===== config.mk =====
export PLATFORM = sky130hd
export DESIGN_NAME = mvau_weight_loader
export DESIGN_NICKNAME = d
export VERILOG_FILES = /design/src/rtl/mvau_weight_loader.sv
export SDC_FILE = /design/constraint.sdc
export NUM_CORES = 1
export LEC_CHECK = 0
export BUFFER_PORTS_ARGS = -buffer_cell sky130_fd_sc_hd__buf_2
export CAP_MARGIN = 5
export CORE_MARGIN = 5
export CORE_UTILIZATION = 47
export DETAILED_ROUTE_END_ITERATION = 16
export HOLD_SLACK_MARGIN = 0.05
export PLACE_DENSITY = 0.73
export SYNTH_ARGS = -nofsm -noshare
export SYNTH_HDL_FRONTEND = slang
export SYNTH_SLANG_ARGS = --single-unit

===== constraint.sdc =====
create_clock -name aclk -period 1.9 [get_ports aclk]
set_input_delay 0.285 -clock aclk [delete_from_list [all_inputs] [get_ports aclk]]
set_output_delay 0.285 -clock aclk [all_outputs]
set_load 0.005 [all_outputs]

===== src/rtl/mvau_weight_loader.sv =====
// Runtime loader that streams SIMD*TW-bit weight words into the per-PE weight
// memories over a shared write port, address-major (word n -> PE n%PE, addr n/PE).
module mvau_weight_loader #(
  parameter int SIMD         = 2,
  parameter int TW           = 1,
  parameter int PE           = 2,
  parameter int WMEM_DEPTH   = 4,
  parameter int WMEM_ADDR_BW = 4
) (
  input  logic                    aclk,
  input  logic                    aresetn,
  input  logic                    load_start,
  input  logic                    in_v,
  input  logic [SIMD*TW-1:0]      in_wgt,
  input  logic                    in_last,
  output logic                    in_rdy,
  output logic [PE-1:0]           wmem_wen,
  output logic [WMEM_ADDR_BW-1:0] wmem_waddr,
  output logic [SIMD*TW-1:0]      wmem_wdata,
  output logic                    load_busy,
  output logic                    load_done,
  output logic                    load_err
);

  localparam int DW    = SIMD * TW;
  localparam int PE_BW = (PE > 1) ? $clog2(PE) : 1;

  typedef enum logic [1:0] {IDLE, LOAD, DONE} state_t;

  state_t                  state_reg, state_next;
  logic [PE_BW-1:0]        pe_cnt_reg;
  logic [WMEM_ADDR_BW-1:0] addr_cnt_reg;
  logic                    err_reg;
  logic [PE-1:0]           wen_reg;
  logic [PE-1:0]           wen_dec;
  logic [WMEM_ADDR_BW-1:0] waddr_reg;
  logic [DW-1:0]           wdata_reg;
  logic                    accept;
  logic                    last_pe;
  logic                    last_addr;
  logic                    final_word;

  assign last_pe    = (pe_cnt_reg == PE_BW'(PE - 1));
  assign last_addr  = (addr_cnt_reg == WMEM_ADDR_BW'(WMEM_DEPTH - 1));
  assign final_word = last_pe && last_addr;
  assign accept     = in_v && in_rdy;

  genvar gi;
  generate
    for (gi = 0; gi < PE; gi++) begin : g_wen_dec
      assign wen_dec[gi] = (pe_cnt_reg == PE_BW'(gi));
    end
  endgenerate

  // Leaving LOAD on the final accept makes the final write coincide with DONE.
  always_comb begin
    state_next = state_reg;
    case (state_reg)
      IDLE:    if (load_start) state_next = LOAD;
      LOAD:    if (accept && final_word) state_next = DONE;
      DONE:    state_next = IDLE;
      default: state_next = IDLE;
    endcase
  end

  always_ff @(posedge aclk) begin
    if (!aresetn) begin
      state_reg    <= IDLE;
      pe_cnt_reg   <= '0;
      addr_cnt_reg <= '0;
      err_reg      <= 1'b0;
      wen_reg      <= '0;
      waddr_reg    <= '0;
      wdata_reg    <= '0;
    end else begin
      state_reg <= state_next;
      wen_reg   <= '0;
      if (state_reg == IDLE && load_start) begin
        pe_cnt_reg   <= '0;
        addr_cnt_reg <= '0;
        err_reg      <= 1'b0;
      end
      if (accept) begin
        wen_reg   <= wen_dec;
        waddr_reg <= addr_cnt_reg;
        wdata_reg <= in_wgt;
        // in_last only flags framing; the word count alone ends the load
        if (in_last != final_word) err_reg <= 1'b1;
        if (last_pe) begin
          pe_cnt_reg   <= '0;
          addr_cnt_reg <= addr_cnt_reg + 1'b1;
        end else begin
          pe_cnt_reg <= pe_cnt_reg + 1'b1;
        end
      end
    end
  end

  assign in_rdy     = (state_reg == LOAD);
  assign load_busy  = (state_reg != IDLE);
  assign load_done  = (state_reg == DONE);
  assign load_err   = err_reg;
  assign wmem_wen   = wen_reg;
  assign wmem_waddr = waddr_reg;
  assign wmem_wdata = wdata_reg;

endmodule


==> load_flow_metrics.sql, run 1 <==
INSERT INTO impl_metrics (metric_group, metric, value, unit) VALUES
('status', 'status', 'finished clean', ''),
('global_routing', 'global_route_wire_length_before_repair', '2270', 'um'),
('critical_path', 'critical_path_peak_fanout', '7', ''),
('critical_path', 'timing.rr.end', 'last_pe', ''),
('clocking', 'cts-htree-levels', '1', ''),
('drt', 'post_drt_wl_per_cell', '12.76', 'um'),
('die', 'io_pins', '19', ''),
('synthesis', 'synth_nets', '76', ''),
('synthesis', 'synthCells', '68', ''),
('timing', 'timing.max_slew.rel_slack', '0.7023', ''),
('synthesis', 'synth_cell_type_count', '25', ''),
('layout', 'multiInputGateArea', '330.3', 'um^2'),
('clocking', 'postCtsSetupRepairBufs', '0', ''),
('die', 'std_cell_rows', '13', ''),
('power', 'power-per-cell-area', '717.3', 'mW/mm^2'),
('synthesis', 'ys_seq_area_frac', '0.4767', ''),
('layout', 'filler_cell_count', '137', ''),
('hold_path', 'hold_path_end', 'wmem_wdata[1]', ''),
('timing', 'worst_slew_pin_tran', '445.1', 'ps'),
('timing', 'report.final.slew_viol_count', '0', ''),
('power', 'worst_ir_drop_vdd', '0.3869', 'mV'),
('synthesis', 'ys_ff_latch', '16', ''),
('critical_path', 'critPathLaunchType', 'register', ''),
('placement', 'finalWeightedCongestion', '0.8085', ''),
('timing', 'grt_setup_unrepaired', 'no', ''),
('global_routing', 'global_route_congestion_overflow_total', '0', ''),
('power', 'p_leak', '0.3744', 'nW'),
('global_routing', 'first_global_vias', '517', ''),
('placement', 'dp_hpwl', '962.9', 'um'),
('synthesis', 'post_synth_instance_area', '671.9', 'um^2'),
('synthesis', 'synth_top_flop_cell', 'dfxtp_1', ''),
('clocking', 'cts_tree', 'done', ''),
('die', 'die-area', '0.002286', 'mm^2'),
('drt', 'topRoutingLayerUsed', 'met4', ''),
('critical_path', 'cell_breakdown_of_the_critical_path', 'and2b_2 -> buf_2', ''),
('timing', 'timing.final.crit_share', '0.7144', ''),
('timing', 'timing.hold.ws', '230.1', 'ps'),
('synthesis', 'yosys_warnings', '0', ''),
('clocking', 'clock_latency', '280', 'ps'),
('critical_path', 'critPathArrivalTime', '1070', 'ps'),
('timing', 'totalNegativeSetupSlack', '0', 'ps'),
('global_routing', 'groute.usage.overall', '0.1462', ''),
('hold_path', 'hold_path.class', 'primary input to register', ''),
('timing', 'final-setup-viol-count', '0', ''),
('run', 'maxCapViolCount', '0', ''),
('clocking', 'clockBufferDepth', '2', ''),
('die', 'floorplan.die.height', '47.81', 'um'),
('hold_path', 'timing.hold.worst.start', 'in_wgt[1]', ''),
('critical_path', 'critical_path.max_stage_delay', '420', 'ps'),
('drt', 'antenna_violating_nets_post_route', '0', ''),
('critical_path', 'cp-end-kind', 'primary output', ''),
('drt', 'post_drt_via_cell_ratio', '5.218', ''),
('drt', 'met3WireLength', '74', 'um'),
('synthesis', 'synth.top_cells.by_area', 'dfxtp_1 48%, mux2i_1 8.9%, nor2_1 5.0%, nand3_1 4.5%, a21oi_1 3.7%', ''),
('die', 'die_width', '47.81', 'um'),
('timing', 'final-hold-violation-count', '0', ''),
('clocking', 'cts_hold_buffers', '0', ''),
('drt', 'route.layer.met1.wl', '621', 'um'),
('global_routing', 'initial_antenna_violation_count', '0', ''),
('layout', 'seqCellArea', '320.3', 'um^2'),
('drt', 'routed_wl', '1289', 'um'),
('clocking', 'tritoncts.num_buffers', '3', ''),
('synthesis', 'synth-async-reset-ratio', '0', ''),
('layout', 'nNetsFinal', '96', ''),
('synthesis', 'yosys.area.top_type_share', '0.4767', ''),
('drt', 'dr.first_iter.drc_count', '5', ''),
('drt', 'drt_pre_antenna_iters', '2', ''),
('timing', 'fmax', '0.7368', 'GHz'),
('timing', 'finalCriticalPeriod', '1357', 'ps'),
('synthesis', 'syn_avg_cell_area', '9.881', 'um^2'),
('placement', 'post_dp_cell_area', '767.0', 'um^2');
[worst max-delay path by stage]
stage,startpoint,endpoint,depth (start not counted)
CTS,state_reg[1],in_rdy,2
detailed placement,state_reg[0],last_pe,3
global route,state_reg[0],last_pe,3
global placement,in_v,last_pe,4
floorplan,addr_cnt_reg[0],state_reg[0],4
finish,state_reg[1],in_rdy,2
[layout by cell type, fill, tap and decap left out, types with 2 or more instances in the layout]
master and count:
and2b_2 2, nor2_1 9, nand2_1 3, dfxtp_1 16
inv_1 2, mux2i_1 6, buf_2 18, nand3_1 6
a21oi_1 5, nand2b_1 2, clkbuf_4 3
[layout make-up]
type,count,share of cell area
Multi-Input combinational cell,47,0.4184
Sequential cell,16,0.4057
Timing Repair Buffer,18,0.1141
Clock buffer,3,0.02853
Tap cell,15,0.02377
Inverter,2,0.009509
[critical path: cells and delay by family, from the launching register on]
family | cells | cell delay [ps]
buffers and inverters | 1 | 120
DFF | 1 | 420
and+or+nand+nor | 1 | 260
[cell usage after synthesis (2+ instances only)]
library cell / n
nand2_1: 3
nor2_1: 9
a21oi_1: 5
nand3_1: 6
nand2b_1: 2
inv_1: 2
dfxtp_1: 16
mux2i_1: 6
buf_2: 2
and2b_2: 2
[logic make-up (layout without fill, tap and decap cells)]
kind of cell    after synthesis  in the layout  share of synthesized area
compound gates               10             10                     0.1192
xor+xnor                      1              1                    0.01304
fa+ha+maj                     1              1                    0.01862
buf+inv                       5             23                    0.03166
flops                        16             16                     0.4767
mux                           6              6                    0.08939
simple gates                 29             29                     0.2514
[routing by layer]
metal | vias up | GRT usage
li1 | 272 | -
met2 | 11 | 0.2296
met5 | - | 0
met3 | 2 | 0.04511
met1 | 242 | 0.1765
met4 | 0 | 0.08065
[per-stage QoR]
| step | instances | worst slack (ps) | total power, mW | util |
|---|---|---|---|---|
| after detailed placement | 98 | 604.5 | 0.4038 | 0.5750 |
| final | 101 | 542.7 | 0.5663 | 0.5919 |
| after global placement | 98 | 616.9 | 0.4028 | 0.5750 |
| after CTS | 101 | 545.5 | 0.5731 | 0.5919 |
| after floorplan | 68 | 728.8 | 0.3855 | - |
| after global routing | 101 | 406.0 | 0.6017 | 0.5919 |
[power breakdown]
| part | switching, mW | leakage, nW | internal (mW) |
|---|---|---|---|
| registers | 0.00573 | 0.130 | 0.342 |
| logic | 0.0250 | 0.231 | 0.0228 |
| clock network | 0.0976 | 0.0138 | 0.0735 |
Power figures use the tool's default switching activity.
==> inputs of run 2 (changes only) <==
--- a/config.mk
+++ b/config.mk
@@ -5,13 +5,14 @@
 export SDC_FILE = /design/constraint.sdc
 export NUM_CORES = 1
 export LEC_CHECK = 0
+export ABC_AREA = 1
 export BUFFER_PORTS_ARGS = -buffer_cell sky130_fd_sc_hd__buf_2
 export CAP_MARGIN = 5
 export CORE_MARGIN = 5
-export CORE_UTILIZATION = 47
+export CORE_UTILIZATION = 43
 export DETAILED_ROUTE_END_ITERATION = 16
 export HOLD_SLACK_MARGIN = 0.05
-export PLACE_DENSITY = 0.73
+export PLACE_DENSITY = 0.71
 export SYNTH_ARGS = -nofsm -noshare
 export SYNTH_HDL_FRONTEND = slang
 export SYNTH_SLANG_ARGS = --single-unit
==> constraint.sdc (replaced) <==
create_clock -name aclk -period 1.2 [get_ports aclk]
set_input_delay 0.18 -clock aclk [delete_from_list [all_inputs] [get_ports aclk]]
set_output_delay 0.18 -clock aclk [all_outputs]
set_load 0.005 [all_outputs]
==> load_flow_metrics.sql, run 2 <==
INSERT INTO impl_metrics (metric_group, metric, value, unit) VALUES
('critical_path', 'timing.rr.end', 'state_reg[0]', ''),
('critical_path', 'critPathArrivalTime', '940', 'ps'),
('drt', 'post_drt_via_cell_ratio', '5.000', ''),
('layout', 'nNetsFinal', '117', ''),
('power', 'worst_ir_drop_vdd', '0.6923', 'mV'),
('clocking', 'clk_pin_slew_worst_paths', '100', 'ps'),
('power', 'p_int', '759.5', 'uW'),
('synthesis', 'ys_ff_latch', '16', ''),
('status', 'status', 'finished clean', ''),
('layout', 'ant_diodes', '0', ''),
('layout', 'post-route-util', '0.5546', ''),
('die', 'std_cell_rows', '14', ''),
('critical_path', 'timing_worst_setup_path_type', 'register to primary output', ''),
('timing', 'postLayoutSetupSlackWorst', '82.73', 'ps'),
('power', 'p_leak', '0.3818', 'nW'),
('clocking', 'tritoncts.num_buffers', '3', ''),
('clocking', 'root_buffer', 'clkbuf_4', ''),
('clocking', 'cts.sink_count', '16', ''),
('synthesis', 'yosysTopAreaCell', 'dfxtp_1', ''),
('die', 'design.core.area', '0.001489', 'mm^2'),
('drt', 'drt_pre_antenna_iters', '4', ''),
('critical_path', 'critPathLaunchType', 'register', ''),
('timing', 'grt_setup_unrepaired', 'yes', ''),
('timing', 'final-setup-viol-count', '0', ''),
('global_routing', 'first_global_vias', '542', ''),
('critical_path', 'number_of_cells_on_the_worst_reg_to_reg_path', '6', ''),
('timing', 'finalCriticalPeriod', '1117', 'ps'),
('synthesis', 'synthCells', '87', ''),
('layout', 'drive_gt1_frac', '0.3148', ''),
('critical_path', 'cp-end-kind', 'primary output', ''),
('synthesis', 'yosysMostFrequentCell', 'nand2_1', ''),
('clocking', 'cts-htree-levels', '1', ''),
('synthesis', 'number_of_enable_flip_flop_cells_after_synthesis', '0', ''),
('synthesis', 'yosys_warnings', '0', ''),
('placement', 'dp_worst_setup_slack', '43.27', 'ps'),
('synthesis', 'synth_nets', '95', ''),
('synthesis', 'synth_top_flop_cell', 'dfxtp_1', ''),
('die', 'io_pins', '19', ''),
('clocking', 'cts_tree', 'done', ''),
('layout', 'filler_cell_count', '154', ''),
('critical_path', 'critPathRequiredTime', '1020', 'ps'),
('global_routing', 'initial_antenna_violation_count', '0', ''),
('critical_path', 'worst-r2r-setup-slack', '130', 'ps'),
('drt', 'drc_errors', '0', ''),
('global_routing', 'global_route_wire_length_before_repair', '2208', 'um'),
('global_routing', 'largest_net_degree_at_the_start_of_global_routing', '11', ''),
('layout', 'most_common_library_cell_in_the_layout_ignoring_fill_and_taps', 'nand2_1', ''),
('timing', 'worst_slew_pin_tran', '265.5', 'ps'),
('power', 'power-per-cell-area', '1204', 'mW/mm^2'),
('placement', 'port_buffers', '18', ''),
('layout', 'multiInputGateArea', '299.0', 'um^2'),
('timing', 'timing.max_slew.rel_slack', '0.8228', ''),
('synthesis', 'ys_seq_area_frac', '0.4758', ''),
('global_routing', 'global_route_congestion_overflow_total', '0', ''),
('power', 'clock_power_share', '0.358', ''),
('timing', 'timing.final.crit_share', '0.9311', ''),
('power', 'comb_power_share', '0.085', ''),
('placement', 'dp_hpwl', '1011', 'um'),
('drt', 'post_drt_wl_per_cell', '10.90', 'um'),
('drt', 'dr.first_iter.drc_count', '20', ''),
('timing', 'final-hold-violation-count', '0', ''),
('power', 'p_sw_frac', '0.2359', ''),
('critical_path', 'setup.worst_path.start', 'state_reg[0]', ''),
('clocking', 'clock_latency', '290', 'ps'),
('hold_path', 'timing.hold.worst.start', 'in_wgt[1]', ''),
('synthesis', 'post_synth_instance_area', '673.1', 'um^2'),
('synthesis', 'synth-async-reset-ratio', '0', ''),
('critical_path', 'critical_path_peak_fanout', '5', ''),
('drt', 'vias', '620', ''),
('die', 'floorplan.die.height', '49.57', 'um'),
('synthesis', 'syn_avg_cell_area', '7.737', 'um^2'),
('layout', 'layout_common_cells', '19 x nand2_1, 18 x buf_2, 13 x dfxtp_1', ''),
('layout', 'area_growth_syn_to_layout', '22.68', '%'),
('drt', 'routed_wl', '1351', 'um'),
('die', 'die_width', '49.57', 'um'),
('timing', 'fmax', '0.8950', 'GHz'),
('clocking', 'postCtsSetupRepairBufs', '0', ''),
('power', 'power.net_switching', '234.5', 'uW'),
('drt', 'antenna_violating_nets_post_route', '0', ''),
('synthesis', 'synth_cell_type_count', '20', ''),
('synthesis', 'yosys.area.top_type_share', '0.4758', ''),
('timing', 'report.final.slew_viol_count', '0', ''),
('critical_path', 'critical_path.reg2reg.startpoint', 'addr_cnt_reg[1]', ''),
('layout', 'seqCellArea', '329.1', 'um^2'),
('placement', 'finalWeightedCongestion', '0.8252', ''),
('hold_path', 'hold_path.class', 'primary input to register', ''),
('critical_path', 'worstSetupEndpoint', 'load_busy', ''),
('synthesis', 'synth.top_cells.by_area', 'dfxtp_1 48%, nand2_1 11%, a21oi_1 6.7%, nand3_1 5.2%, inv_1 5.0%', ''),
('die', 'initial_core_util', '0.4521', ''),
('power', 'share_seq_of_total_power', '0.557', ''),
('run', 'maxCapViolCount', '0', ''),
('global_routing', 'groute.usage.overall', '0.1123', ''),
('synthesis', 'synth.top_cells.by_count', '19 x nand2_1, 16 x dfxtp_1, 9 x a21oi_1, 9 x inv_1', ''),
('clocking', 'clockBufferDepth', '2', ''),
('timing', 'timing.hold.ws', '136.3', 'ps'),
('timing', 'clock_skew', '8.538', 'ps'),
('die', 'die-area', '0.002457', 'mm^2');
## run 2: cell count changes after synthesis, sizes merged, moves of 3 or more
cell   before  now
nand4       0    3
mux2i       6    0
a21oi       5   10
o21ai       1    5
inv         2   10
nand2       3   21
## run 2: kinds of logic (layout without fill, tap and decap cells)
group	count (synthesis)	count (layout)	share of synthesized area
AOI/OAI and AO/OA	16	16	0.1282
adders and majority gates	1	1	0.01858
buffers and inverters	13	34	0.08362
DFF	16	16	0.4758
and+or+nand+nor	41	41	0.2937
## run 2: power by group through the flow
stage	combinational (mW)	clock, mW	sequential, mW
floorplan	0.0495	0	0.569
global placement	0.0841	0	0.569
detailed placement	0.0856	0	0.570
CTS	0.0860	0.366	0.557
global route	0.0966	0.393	0.556
finish	0.0848	0.356	0.553
## run 2: how the worst min path moves through the flow
stage                     cells past startpoint  slack [ps]       endpoint
after floorplan                               2         320  wmem_wdata[0]
final                                         3         140  wmem_wdata[1]
after global placement                        3         430  wmem_wdata[0]
after global routing                          3         120  wmem_wdata[0]
after detailed placement                      3         440  wmem_wdata[0]
after CTS                                     3         120  wmem_wdata[1]
## run 2: layout make-up
type,count,share of cell area
timing repair buffer,18,0.1091
clock buffer,4,0.04394
multi-input combinational,58,0.3621
tap,16,0.02424
sequential,16,0.3985
inverter,12,0.06212
## run 2: per-layer routing
layer  share of wire  GRT usage
met5               0          0
met2            0.46     0.1822
met3           0.063    0.03916
met1            0.47     0.1245
met4          0.0037    0.06550
## run 2: critical path: stages, from the launching register on
cell and delay, ps:
dfxtp_2 360, nor2_1 120, inv_1 50, buf_2 120
## run 2: per-stage QoR
stage,cells,total power [mW],TNS [ps],instance area [um^2]
after global placement,120,0.6527,0,778.2
after floorplan,87,0.6187,0,673.1
after global routing,124,1.046,-4.829,825.8
after detailed placement,120,0.6552,0,778.2
final,124,0.9940,0,825.8
after CTS,124,1.009,0,814.5
## run 2: timing repair
item	CTS	global route
resized for setup	0	7
endpoints found under the setup margin	0	4
hold endpoints to repair	0	0
hold buffers	0	0
